`config.mk`:
```
export PLATFORM = sky130hd
export DESIGN_NAME = axi_ad7124_scan_ctrl
export DESIGN_NICKNAME = d
export VERILOG_FILES = /design/src/rtl/axi_ad7124_pkg.sv /design/src/rtl/axi_ad7124_tick_gen.sv /design/src/rtl/axi_ad7124_scan_ctrl.sv
export SDC_FILE = /design/constraint.sdc
export NUM_CORES = 1
export LEC_CHECK = 0
export ABC_AREA = 1
export CAP_MARGIN = 20
export CELL_PAD_IN_SITES_DETAIL_PLACEMENT = 1
export CELL_PAD_IN_SITES_GLOBAL_PLACEMENT = 2
export CORE_MARGIN = 10
export CORE_UTILIZATION = 35
export DETAILED_ROUTE_END_ITERATION = 6
export GPL_ROUTABILITY_DRIVEN = 1
export PLACE_DENSITY_LB_ADDON = 0.1
export SLEW_MARGIN = 30
export SYNTH_ARGS = -nofsm -noshare
export SYNTH_HDL_FRONTEND = slang
export SYNTH_HIERARCHICAL = 1
export SYNTH_SLANG_ARGS = --single-unit
```
`constraint.sdc`:
```
create_clock -name aclk -period 8.36 [get_ports aclk]
set_input_delay 2.508 -clock aclk [delete_from_list [all_inputs] [get_ports aclk]]
set_output_delay 2.508 -clock aclk [all_outputs]
set_load 0.01 [all_outputs]
```
`src/rtl/axi_ad7124_pkg.sv`:
```
// Shared types and constants for the AD7124 multi-board scan controller.
package axi_ad7124_pkg;

    typedef enum logic [1:0] {
        IDLE   = 2'd0,
        START  = 2'd1,
        WAIT   = 2'd2,
        COMMIT = 2'd3
    } scan_state_t;

    localparam logic [31:0] MIN_PERIOD           = 32'd2;
    localparam int          NUM_OF_BOARD_DEFAULT = 6;

    // Scan period actually used: short programmed periods are stretched to the minimum.
    function automatic logic [31:0] eff_period(input logic [31:0] period);
        return (period < MIN_PERIOD) ? MIN_PERIOD : period;
    endfunction

endpackage

```
`src/rtl/axi_ad7124_tick_gen.sv`:
```
// Free-running scan period counter; raises tick on the last count of each period.
module axi_ad7124_tick_gen
    import axi_ad7124_pkg::*;
(
    input  logic        aclk,
    input  logic        rst_n,
    input  logic        enable,
    input  logic [31:0] period,
    output logic        tick
);

    logic [31:0] count_r;
    logic [31:0] last_s;

    assign last_s = eff_period(period) - 32'd1;
    // >= rather than == so a period shortened mid-count wraps instead of running away.
    assign tick   = enable && (count_r >= last_s);

    // Period counter, parked at zero while scanning is disabled.
    always_ff @(posedge aclk or negedge rst_n) begin
        if (!rst_n) begin
            count_r <= 32'd0;
        end else if (!enable) begin
            count_r <= 32'd0;
        end else if (count_r >= last_s) begin
            count_r <= 32'd0;
        end else begin
            count_r <= count_r + 32'd1;
        end
    end

endmodule

```
`src/rtl/axi_ad7124_scan_ctrl.sv`:
```
// Sequences periodic readouts across NUM_OF_BOARD AD7124 boards and hands
// completed frames to a ping-pong BRAM writer with overrun/timeout tracking.
module axi_ad7124_scan_ctrl
    import axi_ad7124_pkg::*;
#(
    parameter int NUM_OF_BOARD = NUM_OF_BOARD_DEFAULT,
    parameter int SEQ_WIDTH    = 32
)
(
    input  logic                    aclk,
    input  logic                    aresetn,
    input  logic                    cfg_enable,
    input  logic [31:0]             cfg_period,
    input  logic [23:0]             cfg_timeout,
    output logic [NUM_OF_BOARD-1:0] start,
    input  logic [NUM_OF_BOARD-1:0] done,
    output logic                    commit,
    output logic                    commit_bank,
    output logic [SEQ_WIDTH-1:0]    commit_seq,
    output logic [NUM_OF_BOARD-1:0] commit_mask,
    input  logic                    host_ack,
    input  logic                    host_ack_bank,
    input  logic                    err_clr,
    output logic                    timeout_err,
    output logic                    overrun_err,
    output logic                    busy
);

    localparam logic [SEQ_WIDTH-1:0] SEQ_ONE = {{(SEQ_WIDTH-1){1'b0}}, 1'b1};

    logic [1:0]              rst_sync_r;
    logic                    rst_int_n_s;
    logic                    tick_s;

    scan_state_t             state_r;
    logic [NUM_OF_BOARD-1:0] start_r;
    logic [NUM_OF_BOARD-1:0] done_seen_r;
    logic [23:0]             tmo_cnt_r;
    logic                    commit_r;
    logic                    commit_bank_r;
    logic [SEQ_WIDTH-1:0]    commit_seq_r;
    logic [NUM_OF_BOARD-1:0] commit_mask_r;
    logic [SEQ_WIDTH-1:0]    seq_r;
    logic                    bank_r;
    logic [1:0]              pending_r;
    logic                    timeout_err_r;
    logic                    overrun_err_r;
    logic                    busy_r;

    logic [NUM_OF_BOARD-1:0] done_seen_nx_s;
    logic                    all_done_s;
    logic                    tmo_expire_s;
    logic [1:0]              ack_clr_s;
    logic [1:0]              commit_set_s;
    logic [1:0]              pending_nx_s;
    logic                    ovr_set_s;
    logic                    tmo_set_s;

    // Reset release synchroniser: assertion is immediate, deassertion takes two edges.
    always_ff @(posedge aclk or negedge aresetn) begin
        if (!aresetn) begin
            rst_sync_r <= 2'b00;
        end else begin
            rst_sync_r <= {rst_sync_r[0], 1'b1};
        end
    end

    assign rst_int_n_s = rst_sync_r[1];

    axi_ad7124_tick_gen u_tick_gen (
        .aclk   (aclk),
        .rst_n  (rst_int_n_s),
        .enable (cfg_enable),
        .period (cfg_period),
        .tick   (tick_s)
    );

    // Completion/timeout detection and per-bank pending bookkeeping.
    always_comb begin
        done_seen_nx_s = done_seen_r | done;
        all_done_s     = &done_seen_nx_s;
        tmo_expire_s   = (tmo_cnt_r == 24'd1);
        ack_clr_s      = 2'b00;
        commit_set_s   = 2'b00;
        if (host_ack) begin
            ack_clr_s[host_ack_bank] = 1'b1;
        end else begin
            ack_clr_s = 2'b00;
        end
        if (state_r == COMMIT) begin
            commit_set_s[commit_bank_r] = 1'b1;
        end else begin
            commit_set_s = 2'b00;
        end
        // An ack landing with the commit frees the old frame first, so no overrun.
        pending_nx_s = (pending_r & ~ack_clr_s) | commit_set_s;
        ovr_set_s    = (tick_s && (state_r != IDLE)) ||
                       (|(commit_set_s & pending_r & ~ack_clr_s));
        tmo_set_s    = (state_r == COMMIT) && !(&commit_mask_r);
    end

    // Scan sequencer with registered strobes, frame tags and sticky errors.
    always_ff @(posedge aclk or negedge rst_int_n_s) begin
        if (!rst_int_n_s) begin
            state_r       <= IDLE;
            start_r       <= '0;
            done_seen_r   <= '0;
            tmo_cnt_r     <= 24'd0;
            commit_r      <= 1'b0;
            commit_bank_r <= 1'b0;
            commit_seq_r  <= '0;
            commit_mask_r <= '0;
            seq_r         <= '0;
            bank_r        <= 1'b0;
            pending_r     <= 2'b00;
            timeout_err_r <= 1'b0;
            overrun_err_r <= 1'b0;
            busy_r        <= 1'b0;
        end else begin
            start_r       <= '0;
            commit_r      <= 1'b0;
            pending_r     <= pending_nx_s;
            overrun_err_r <= ovr_set_s | (overrun_err_r & ~err_clr);
            timeout_err_r <= tmo_set_s | (timeout_err_r & ~err_clr);
            case (state_r)
                IDLE: begin
                    if (tick_s && cfg_enable) begin
                        state_r <= START;
                        start_r <= '1;
                        busy_r  <= 1'b1;
                    end
                end
                START: begin
                    done_seen_r <= done;
                    tmo_cnt_r   <= cfg_timeout;
                    state_r     <= WAIT;
                end
                WAIT: begin
                    done_seen_r <= done_seen_nx_s;
                    if (tmo_cnt_r != 24'd0) begin
                        tmo_cnt_r <= tmo_cnt_r - 24'd1;
                    end
                    if (all_done_s || tmo_expire_s) begin
                        state_r       <= COMMIT;
                        commit_r      <= 1'b1;
                        commit_mask_r <= done_seen_nx_s;
                        commit_bank_r <= bank_r;
                        commit_seq_r  <= seq_r;
                    end
                end
                COMMIT: begin
                    state_r <= IDLE;
                    busy_r  <= 1'b0;
                    seq_r   <= seq_r + SEQ_ONE;
                    bank_r  <= ~bank_r;
                end
                default: begin
                    state_r <= IDLE;
                    busy_r  <= 1'b0;
                end
            endcase
        end
    end

    assign start       = start_r;
    assign commit      = commit_r;
    assign commit_bank = commit_bank_r;
    assign commit_seq  = commit_seq_r;
    assign commit_mask = commit_mask_r;
    assign timeout_err = timeout_err_r;
    assign overrun_err = overrun_err_r;
    assign busy        = busy_r;

endmodule

```
==> impl_metrics.csv <==
group,metric,value,unit
outcome,outcome,"finished clean",
drt,route.detailed.wl_per_inst,16.5,microns
cells_and_area,most_common_cell_after_layout_fill_and_taps_aside,"sky130_fd_sc_hd__nand2_1",
sta,fmax,0.164,GHz
floorplan,start_util,35.6,%
drt,num_vias,9244,
cells_and_area,synthToLayoutAreaGrowth,20.6,%
critical_path,ff2ff_path_depth,8,
sta,finalHoldViolations,0,
drt,route.antenna.remaining_nets,0,
hold_path,hold_path.class,"flop to async pin",
pwr,total_power,2740,uW
drt,wirelength,31.4,mm
global_route,grt_pass1_wl,52.1,mm
critical_path,critical-path-slowest-cell,"sky130_fd_sc_hd__clkdlybuf4s50_1",
sta,clock_skew,0.0121,ns
place,place_worst_setup_slack,1.80,ns
cells_and_area,layout.cells.most_common_list,"sky130_fd_sc_hd__nand2_1, sky130_fd_sc_hd__nor2_1, sky130_fd_sc_hd__dfrtp_1, sky130_fd_sc_hd__inv_1, sky130_fd_sc_hd__nand3_1",
global_route,grt_pass1_vias,9728,
logic_synthesis,warnings_from_yosys,6,
critical_path,timing.critical_path.to_type,"flop",
sta,setup_viol_count_final,0,
logic_synthesis,synthesis.area_per_instance,7.07,sq um
cells_and_area,n_antenna_cell,0,
floorplan,die_x,188,microns
critical_path,setup.reg_to_reg.worst_slack,5.94,ns
clocking,ctsLongestPathBuffers,2,
clocking,insertion_delay,0.44,ns
logic_synthesis,netlist_instances,1401,
critical_path,criticalPathCategory,"input pin to flop",
global_route,grt_antenna_before_repair,0,
sta,period_share,73.0,%
clocking,post-cts-setup-buffers,0,
cells_and_area,area_of_the_multi_input_gates,5500,sq um
clocking,cts.reportedPaths.clkPinSlew,0.07,ns
clocking,cts_sinks,145,
place,post-dp-hpwl,24.5,mm
critical_path,critical_path.startpoint_type,"input pin",
sta,whs,0.270,ns
sta,tightestPinTransition,0.764,ns
place,port_buffers,116,
drt,detail_route.drc_violations,0,
floorplan,die-area,35400,sq um
global_route,grt.overflow.total,0,
drt,viasPerCell,4.86,
critical_path,worst_path_most_repeated_cell,"sky130_fd_sc_hd__nand2_1",
critical_path,worst-endpoint-arrival,6.46,ns
clocking,number_of_buffers_added_to_fix_hold_violations_after_cts,0,
drt,firstDrtPassIters,5,
logic_synthesis,postSynthRegisterBits,145,
critical_path,cp_max_fo,4,
floorplan,number_of_primary_i_o_pins,117,
floorplan,coreArea,27900,sq um
sta,fin_tns_setup,0,ns
pwr,power_density,230,nW/um^2
clocking,cts_tree,"built",
sta,postLayoutSetupSlackWorst,2.26,ns
floorplan,row_count,61,
sta,timing.final.max_slew_violations,0,
sta,layout_min_cycle_time,6.10,ns
pwr,static-leakage-power,0.00549,uW
drt,1st_iter_drt_viols,464,
global_route,grt_max_degree,77,
cells_and_area,sequential_cell_area,3630,sq um
clocking,cts.repair.resized,0,
logic_synthesis,synth.cell_area,9910,sq um
clocking,numCtsBuffers,17,
cells_and_area,filler_cell_count,3538,
cells_and_area,post_route_cells_drive_above_1_share,8.73,%
logic_synthesis,netlist-cell-type-count,43,
cells_and_area,final_nets,1621,
global_route,global_route.usage.total,18.2,%
critical_path,worst_r2r_startpoint,"state_r[0]",
clocking,htree_levels,4,
floorplan,dieHeight,188,microns
logic_synthesis,mappedNetlistNets,1511,
sta,max_slew_headroom_at_the_worst_pin,49.0,%
critical_path,critical-path-max-stage-delay,0.49,ns
critical_path,worst_setup_sp,"cfg_period[21]",
sta,rsz_0062_raised_after_global_routing,"no",
logic_synthesis,synth_sequential_area_ratio,36.6,%
run,cap_violations,0,
critical_path,path_cells,"clkdlybuf4s50_1 > nor2_1 > nand2_1 > nor2_2 > nand2_4 > inv_1 > nand2_4 > nand2_1 > ha_1 > nand3_1 > nor3_1 > nand3_1 > xor2_1 > ha_1 > nand2_1 > nor2_1 > nand2_1 > nor2_1 > nand2_1 > a21oi_1 > a21oi_1 > inv_1 > nand2_1 > a21oi_1",
pwr,power.ir.vdd_worst,0.176,mV
critical_path,critical_path_required,8.71,ns
place,globalplace.congestion,0.891,
critical_path,worstReg2RegEnd,"tmo_cnt_r[13]",
clocking,ctsRootBufferMaster,"sky130_fd_sc_hd__clkbuf_16",
[layout make-up]
type | instances | area share (%)
multi-input cells | 1079 | 46.0
repair buffers | 122 | 10.2
flip-flops and latches | 145 | 30.4
clock buffers | 19 | 3.71
inverters | 146 | 4.69
well taps | 378 | 3.96
clock inverters | 13 | 0.985
[synth_stat cells]
cell type | n | area, sq um
sky130_fd_sc_hd__nand2_1 | 423 | 1590
sky130_fd_sc_hd__nor2_1 | 207 | 777
sky130_fd_sc_hd__dfrtp_1 | 145 | 3630
sky130_fd_sc_hd__inv_1 | 135 | 507
sky130_fd_sc_hd__nand3_1 | 117 | 586
sky130_fd_sc_hd__ha_1 | 42 | 526
sky130_fd_sc_hd__o21ai_1 | 40 | 200
sky130_fd_sc_hd__xor2_1 | 39 | 342
sky130_fd_sc_hd__o21ai_0 | 30 | 150
sky130_fd_sc_hd__nand4_1 | 29 | 181
sky130_fd_sc_hd__nor2_2 | 25 | 156
sky130_fd_sc_hd__nor3_1 | 19 | 95.1
sky130_fd_sc_hd__a21oi_1 | 17 | 85.1
sky130_fd_sc_hd__or2_2 | 17 | 106
sky130_fd_sc_hd__buf_6 | 10 | 113
sky130_fd_sc_hd__nand2_2 | 10 | 62.6
sky130_fd_sc_hd__inv_2 | 9 | 33.8
sky130_fd_sc_hd__buf_2 | 7 | 35.0
sky130_fd_sc_hd__clkbuf_1 | 7 | 26.3
sky130_fd_sc_hd__nand3_2 | 7 | 70.1
sky130_fd_sc_hd__nor3_2 | 7 | 70.1
sky130_fd_sc_hd__a21o_1 | 6 | 45.0
sky130_fd_sc_hd__buf_4 | 6 | 45.0
sky130_fd_sc_hd__nor2_4 | 6 | 67.6
sky130_fd_sc_hd__xnor2_1 | 6 | 52.6
sky130_fd_sc_hd__nand2_4 | 5 | 56.3
sky130_fd_sc_hd__nor4_1 | 4 | 25.0
sky130_fd_sc_hd__o21bai_1 | 4 | 30.0
sky130_fd_sc_hd__a2bb2oi_1 | 2 | 17.5
sky130_fd_sc_hd__nand3b_1 | 2 | 15.0
sky130_fd_sc_hd__nor2_8 | 2 | 40.0
sky130_fd_sc_hd__nor3_4 | 2 | 32.5
sky130_fd_sc_hd__nor3b_1 | 2 | 15.0
sky130_fd_sc_hd__o22ai_1 | 2 | 12.5
sky130_fd_sc_hd__o311ai_0 | 2 | 17.5
sky130_fd_sc_hd__buf_1 | 1 | 3.75
sky130_fd_sc_hd__clkinv_1 | 1 | 3.75
sky130_fd_sc_hd__clkinv_8 | 1 | 16.3
sky130_fd_sc_hd__conb_1 | 1 | 3.75
sky130_fd_sc_hd__nand3_4 | 1 | 17.5
sky130_fd_sc_hd__nor4_2 | 1 | 12.5
sky130_fd_sc_hd__nor4_4 | 1 | 21.3
sky130_fd_sc_hd__o21bai_4 | 1 | 18.8
[routing by layer]
metal / GRT usage, % / routed length, microns / share of wire (%) / vias to the layer above
met1: 23.2 / 14800 / 47 / 4421
met2: 30.5 / 15200 / 48 / 111
met4: 4.49 / 396 / 1.3 / 0
met3: 3.90 / 1040 / 3.3 / 26
met5: 0 / 0 / 0 / -
li1: - / - / - / 4686
[per-stage QoR]
stage               std cells  util [%]  cell area [sq um]
finish                   1902      42.9              11900
global route             1902      42.9              11900
CTS                      1901      42.8              11900
detailed placement       1869      40.8              11400
global placement         1869      40.8              11400
floorplan                1401         -               9910
[logic make-up (layout without fill, tap and decap cells)]
logic type / count (synthesis) / count (layout) / synth area share [%]
buffers and inverters: 177 / 300 / 7.91
adders and majority gates: 42 / 42 / 5.30
and+or+nand+nor: 887 / 887 / 40.3
xor gates and xnor gates: 45 / 45 / 3.98
AOI/OAI and AO/OA: 104 / 104 / 5.82
DFF: 145 / 145 / 36.6
other: 1 / 1 / 0.0379
[sequential cells by signal, indices dropped and copies added (netlist names), 2 cells and up]
name	count
pending_r	2
state_r	2
done_seen_r	6
seq_r	32
u_tick_gen/count_r	32
tmo_cnt_r	24
rst_sync_r	2
commit_mask	6
commit_seq	32
[worst max path at each step]
stage,cells after the start,endpoint
global route,24,state_r[0]
CTS,24,state_r[0]
global placement,25,state_r[1]
detailed placement,25,state_r[1]
floorplan,24,state_r[1]
finish,24,state_r[0]
[where the power goes]
| part | total [uW] | leakage (uW) | switching [uW] | internal (uW) |
|---|---|---|---|---|
| combinational | 987 | 0.00334 | 622 | 365 |
| sequential | 1010 | 0.00188 | 149 | 860 |
| clock | 748 | 0.000271 | 349 | 399 |
| total | 2740 | 0.00549 | 1120 | 1620 |
[worst max-delay path, delay by kind of cell]
| family | cells | cell delay [ns] |
|---|---|---|
| and+or+nand+nor | 15 | 1.99 |
| buffers and inverters | 3 | 0.70 |
| AOI/OAI and AO/OA | 3 | 0.58 |
| adders and majority gates | 2 | 0.49 |
| xor gates and xnor gates | 1 | 0.18 |
Note: power is estimated with default switching activity, not from simulation.
